File: src/rtl/regfile_mp_pkg.sv
// Shared definitions for the multi-port register file: active-low level names,
// default geometry and the clear-engine state encoding.
package regfile_mp_pkg;

  localparam logic ENABLE_  = 1'b0;
  localparam logic DISABLE_ = 1'b1;

  localparam int RF_DATA_W = 32;
  localparam int RF_DEPTH  = 32;
  localparam int RF_ADDR_W = 5;

  typedef enum logic {
    RF_CLR_IDLE  = 1'b0,
    RF_CLR_SWEEP = 1'b1
  } rf_clr_state_e;

endpackage

File: src/rtl/regfile_mp_clr_ctrl.sv
// Clear engine: on a request seen in IDLE, walks ptr from 0 to DEPTH-1 issuing
// one zeroing write per cycle, with busy held high for the whole sweep.
module regfile_mp_clr_ctrl
  import regfile_mp_pkg::*;
#(
  parameter int DEPTH  = RF_DEPTH,
  parameter int ADDR_W = RF_ADDR_W
) (
  input  logic              clk,
  input  logic              reset_,
  input  logic              clr_,
  output logic              busy,
  output logic              clr_we,
  output logic [ADDR_W-1:0] clr_addr
);

  localparam logic [ADDR_W-1:0] LAST_PTR = ADDR_W'(DEPTH - 1);

  rf_clr_state_e     state_q, state_d;
  logic [ADDR_W-1:0] ptr_q, ptr_d;
  logic              busy_q, busy_d;
  logic              clr_req;

  assign clr_req = (clr_ != DISABLE_);

  always_comb begin
    state_d = state_q;
    ptr_d   = ptr_q;
    busy_d  = busy_q;
    case (state_q)
      RF_CLR_IDLE: begin
        if (clr_req) begin
          state_d = RF_CLR_SWEEP;
          ptr_d   = '0;
          busy_d  = 1'b1;
        end
      end
      RF_CLR_SWEEP: begin
        // Requests arriving mid-sweep are neither restarted nor queued.
        if (ptr_q == LAST_PTR) begin
          state_d = RF_CLR_IDLE;
          ptr_d   = '0;
          busy_d  = 1'b0;
        end else begin
          ptr_d = ptr_q + 1'b1;
        end
      end
      default: begin
        state_d = RF_CLR_IDLE;
        ptr_d   = '0;
        busy_d  = 1'b0;
      end
    endcase
  end

  always_ff @(posedge clk) begin
    if (!reset_) begin
      state_q <= RF_CLR_IDLE;
      ptr_q   <= '0;
      busy_q  <= 1'b0;
    end else begin
      state_q <= state_d;
      ptr_q   <= ptr_d;
      busy_q  <= busy_d;
    end
  end

  assign busy     = busy_q;
  assign clr_we   = (state_q == RF_CLR_SWEEP);
  assign clr_addr = ptr_q;

endmodule

File: src/rtl/regfile_mp.sv
// General-purpose register file: two combinational read ports with optional
// write bypass, one write port, optional hardwired-zero entry 0, sequential clear.
module regfile_mp
  import regfile_mp_pkg::*;
#(
  parameter int DATA_W   = RF_DATA_W,
  parameter int DEPTH    = RF_DEPTH,
  parameter int ADDR_W   = RF_ADDR_W,
  parameter int ZERO_REG = 1,
  parameter int BYPASS   = 1
) (
  input  logic              clk,
  input  logic              reset_,
  input  logic [ADDR_W-1:0] rd0_addr,
  output logic [DATA_W-1:0] rd0_data,
  input  logic [ADDR_W-1:0] rd1_addr,
  output logic [DATA_W-1:0] rd1_data,
  input  logic              we_,
  input  logic [ADDR_W-1:0] wr_addr,
  input  logic [DATA_W-1:0] wr_data,
  input  logic              clr_,
  output logic              busy
);

  // One extra bit so DEPTH itself is representable when DEPTH == 2**ADDR_W.
  localparam logic [ADDR_W:0] DEPTH_X = (ADDR_W + 1)'(DEPTH);

  logic [DATA_W-1:0] ff [DEPTH];
  logic              clr_we;
  logic [ADDR_W-1:0] clr_addr;
  logic              wr_ok;

  function automatic logic addr_live(input logic [ADDR_W-1:0] a);
    return ({1'b0, a} < DEPTH_X) && !((ZERO_REG != 0) && (a == '0));
  endfunction

  regfile_mp_clr_ctrl #(
    .DEPTH  (DEPTH),
    .ADDR_W (ADDR_W)
  ) u_clr_ctrl (
    .clk      (clk),
    .reset_   (reset_),
    .clr_     (clr_),
    .busy     (busy),
    .clr_we   (clr_we),
    .clr_addr (clr_addr)
  );

  assign wr_ok = (we_ == ENABLE_) && !busy && addr_live(wr_addr);

  // Array write priority: reset, then sweep, then external write.
  always_ff @(posedge clk) begin
    if (!reset_) begin
      for (int i = 0; i < DEPTH; i++) begin
        ff[i] <= '0;
      end
    end else if (clr_we) begin
      ff[clr_addr] <= '0;
    end else if (wr_ok) begin
      ff[wr_addr] <= wr_data;
    end
  end

  always_comb begin
    rd0_data = '0;
    if (addr_live(rd0_addr)) begin
      rd0_data = ff[rd0_addr];
    end
    if ((BYPASS != 0) && wr_ok && (wr_addr == rd0_addr)) begin
      rd0_data = wr_data;
    end
  end

  always_comb begin
    rd1_data = '0;
    if (addr_live(rd1_addr)) begin
      rd1_data = ff[rd1_addr];
    end
    if ((BYPASS != 0) && wr_ok && (wr_addr == rd1_addr)) begin
      rd1_data = wr_data;
    end
  end

endmodule
File: config.mk
export PLATFORM = sky130hd
export DESIGN_NAME = regfile_mp
export DESIGN_NICKNAME = d
export VERILOG_FILES = /design/src/rtl/regfile_mp_pkg.sv /design/src/rtl/regfile_mp_clr_ctrl.sv /design/src/rtl/regfile_mp.sv
export SDC_FILE = /design/constraint.sdc
export NUM_CORES = 2
export LEC_CHECK = 0
export CAP_MARGIN = 15
export CORE_ASPECT_RATIO = 1.75
export CORE_UTILIZATION = 35
export CTS_BUF_LIST = sky130_fd_sc_hd__clkbuf_2
export DETAILED_ROUTE_END_ITERATION = 10
export PLACE_DENSITY = 0.49
export SLEW_MARGIN = 20
export SYNTH_ARGS = -nofsm -noshare
export SYNTH_HDL_FRONTEND = slang
export SYNTH_HIERARCHICAL = 1
export SYNTH_SLANG_ARGS = --single-unit
File: constraint.sdc
create_clock -name clk -period 4.9 [get_ports clk]
set_clock_uncertainty 0.05 [all_clocks]
set_input_delay 0.98 -clock clk [delete_from_list [all_inputs] [get_ports clk]]
set_output_delay 0.98 -clock clk [all_outputs]
set_load 0.005 [all_outputs]
==> flow_summary.rst <==
.. list-table::
   :header-rows: 1

   * - Metric
     - Value
   * - Cell area power density
     - about 300 mW/mm2
   * - Cell depth of the worst min-delay path
     - 3
   * - Count of placed standard cells including taps
     - between 6000 and 7000
   * - Flip-flop and latch count after synthesis
     - 1031
   * - Detail Placement HPWL
     - 145 mm
   * - Hold Path Class
     - input port to flip-flop
   * - Area growth from synthesis to layout
     - 16.8%
   * - Cell types occupying the most area after synthesis
     - edfxtp_1, mux4_2, mux2i_1, nor2_1, clkbuf_1
   * - Origin of the worst min-delay path
     - clr_
   * - Hold Fails Final Rpt
     - 0
   * - DIE WIDTH
     - approximately 300 um
   * - Number of buffers created by CTS
     - between 200 and 250
   * - Global route total overflow
     - 0
   * - Post-synthesis instance total
     - a little under 4000
   * - TritonCTS clock tree
     - done
   * - Max H-tree Level
     - 4
   * - Initial antenna violation count
     - 5
   * - Clk Tree Root Cell
     - clkbuf_2
   * - Max Transition Viols Final
     - 0
   * - Wire length reported by the detailed router
     - 236 mm
   * - Total of max-cap violations
     - 0
   * - Number of input and output port buffers inserted
     - between 100 and 150
   * - First-pass GRT wire length
     - approximately 320 mm
   * - Kind of launch point of the worst setup path
     - flip-flop
   * - Final standard cell count with taps included and fillers excluded
     - between 6000 and 7000
   * - Tcrit/Tclk final
     - between 90% and 100%
   * - Startpoint-to-endpoint class of the critical path
     - flip-flop to primary output
   * - Average vias per placed instance
     - around 6.2
   * - Synthesis Warnings
     - 6
   * - Async S/R FF share, synth
     - 0%
   * - Worst Hold Path EP
     - u_clr_ctrl/clr_addr[1]$_SDFFE_PN0P_
   * - Tightest slew margin relative to the limit
     - approximately a third
   * - Die Span Y
     - slightly above 500 um
   * - Core footprint
     - 0.150 mm2
   * - Share of Yosys cell area claimed by the top area cell type
     - between 50% and 60%
   * - Largest driver fanout on the critical path
     - 11
   * - Worst reg2reg path endpoint
     - ff[28][10]$_SDFFCE_PN0P_
   * - Power Total
     - around 19 mW
   * - Clock transition at path regs
     - roughly 0.13 ns
   * - Number of rows created at floorplan
     - 188
   * - Period minus WS final
     - between 4 and 5 ns
   * - Worst Tran Pin Value
     - 1.02 ns
   * - WP data required
     - ~3.9 ns
   * - Remaining routing DRC violations
     - 0
   * - CP arrival
     - 3.82 ns
   * - Post-route core utilization
     - between 40% and 50%
   * - Routed via count
     - ~40000
   * - Number of library cell types mapped by synthesis
     - 54
   * - Depth of the most critical reg-to-reg path
     - 10
   * - Launch instance of the worst register-to-register path
     - u_clr_ctrl/busy$_SDFFE_PN0P_
   * - Total iterations of the first detailed-routing run
     - 5
   * - Proportion of layout cells with a drive suffix above 1
     - between 20 and 30%
   * - GRT Util Overall
     - 30.4%
   * - Kind of end point of the critical path
     - primary output
   * - Maximum number of pins on one net before global-route repair
     - 42
   * - Number of enable flip-flop cells after synthesis
     - roughly 1000
   * - Starting utilization of the core area
     - a little over a third
   * - Biggest area consumer among synthesized cells
     - edfxtp_1
   * - Final worst hold slack
     - ~0.18 ns
   * - RSZ-0062 raised after global routing
     - yes
   * - Number of nets still failing antenna checks after routing
     - 0
   * - Worst slack after detailed placement
     - -0.206 ns
   * - Minimum setup slack in the final design
     - between 0.05 and 0.06 ns
   * - Number of nets in the layout
     - between 4000 and 5000
   * - Highest ir drop seen on vdd
     - 0.000153 V
   * - Via count of the first global-routing pass
     - 40500
   * - Gpl congestion
     - 0.883
   * - Hold buffer count at CTS
     - 0
   * - Post-synthesis area per instance
     - ~13 um2
   * - Mapped cell area
     - roughly 0.053 mm2
   * - Max clock buf depth
     - 4
   * - Register-to-Register Setup Slack
     - ~1.3 ns
   * - # IOs
     - roughly 120
   * - Prevailing post-synth register cell
     - edfxtp_1
   * - Floorplan die area
     - 0.153 mm2
   * - Number of DRC markers in iteration 0
     - 4227
   * - Routed WL per cell
     - around 36 um
   * - Clock tree sinks
     - roughly 1000
   * - Clk Latency, worst-skew pair
     - approximately 1.6 ns
   * - Fmax
     - between 200 and 250 MHz
   * - Run status
     - finished, final reports clean
   * - Leakage component of the power
     - about 22 nW
   * - Sequential-to-total area share from yosys stat
     - 58.1%
   * - Setup-failing EPs final
     - 0
[cells by family (layout without fill, tap and decap cells)]
family | count (synthesis) | count (layout) | synth area share (%)
flops | 1031 | 1031 | 58.1
xor+xnor | 10 | 10 | 0.165
other cells | 1 | 37 | 0.00706
mux | 742 | 742 | 21.8
simple gates | 1251 | 1251 | 9.37
compound gates | 494 | 494 | 7.29
buf+inv | 433 | 935 | 3.17
fa+ha+maj | 3 | 3 | 0.0706
[cell usage in the layout (no fill, tap or decap), types with 45 or more instances in the layout]
master,Yosys,routed
clkbuf_2,0,354
buf_4,1,266
clkdlybuf4s50_1,0,45
nand2_1,150,117
nor2_1,1004,1000
edfxtp_1,1024,1024
buf_12,0,115
mux4_2,324,324
a221o_1,53,48
mux2i_1,379,379
dlygate4sd2_1,0,45
clkinv_1,1,58
a22oi_1,63,63
o22ai_1,63,63
a211oi_1,96,87
a221oi_1,94,93
[cell type report]
cell class | instances | area, um2
clock inverters | 75 | 330
well taps | 1995 | 2500
diodes | 5 | 12.5
fillers | 14100 | 88200
inverters | 5 | 23.8
multi-input cells | 2532 | 21000
clock buffers | 354 | 1770
flip-flops and latches | 1031 | 30900
repair buffers | 501 | 5540
[synth_stat cells, types with 34 or more instances]
cell type and number:
edfxtp_1 1024, nor2_1 1004, mux2i_1 379, mux4_2 324, clkbuf_1 316, nand2_1 150, a211oi_1 96, a221oi_1 94
buf_1 70, a22oi_1 63, o22ai_1 63, a221o_1 53, buf_2 40, mux2_2 34, o21ai_0 34
[registers in the layout, summed over array words and instances, names as in the netlist]
register / count
ff: 1024
u_clr_ctrl/busy: 1
u_clr_ctrl/clr_addr: 5
u_clr_ctrl/clr_we: 1
[through the flow]
step                setup TNS, ns  area, um2
floorplan                       0      53300
global placement           -0.455      59500
detailed placement         -0.473      59500
CTS                        -0.315      61900
global route               -0.928      62100
finish                          0      62100
[how the worst max path moves through the flow]
stage	startpoint	to
floorplan	rd0_addr[0]	rd0_data[21]
global placement	wr_addr[4]	rd1_data[26]
detailed placement	wr_addr[4]	rd1_data[26]
CTS	u_clr_ctrl/busy$_SDFFE_PN0P_	rd0_data[30]
global route	u_clr_ctrl/busy$_SDFFE_PN0P_	rd0_data[28]
finish	u_clr_ctrl/busy$_SDFFE_PN0P_	rd0_data[28]
[routing by layer]
metal	GRT usage, %	share of wire [%]	vias to the layer above	routed length (um)
li1	-	-	16200	-
met5	0	0.0059	-	14
met3	5.45	8.1	761	19000
met1	35.2	35	20900	82400
met2	51.4	49	2373	116000
met4	20.3	7.9	2	18500
[power by group]
group          total [mW]  switching [mW]  internal [mW]  leakage [nW]
registers            10.2           0.166           9.99          10.6
logic                2.83            1.70           1.13          9.65
clock network        5.67            3.68           1.98          1.63
total                18.6            5.54           13.1          21.9
[what timing repair did]
action / 4_1_cts / 5_1_grt
pin swaps: 36 / 2
cloned: 0 / 2
setup endpoints to repair: 64 / 14
setup buffers: 25 / 9
gates resized for setup: 85 / 19
[critical path, stage by stage (launching register included)]
cell,delay (ns)
dfxtp_4,0.40
nor2_2,0.09
buf_6,0.14
buf_4,0.12
o21ai_1,0.07
nor4_2,0.24
buf_4,0.19
a21oi_4,0.06
buf_6,0.22
clkbuf_16,0.21
a32o_1,0.26
dlygate4sd2_1,0.26
Power figures use the tool's default switching activity.
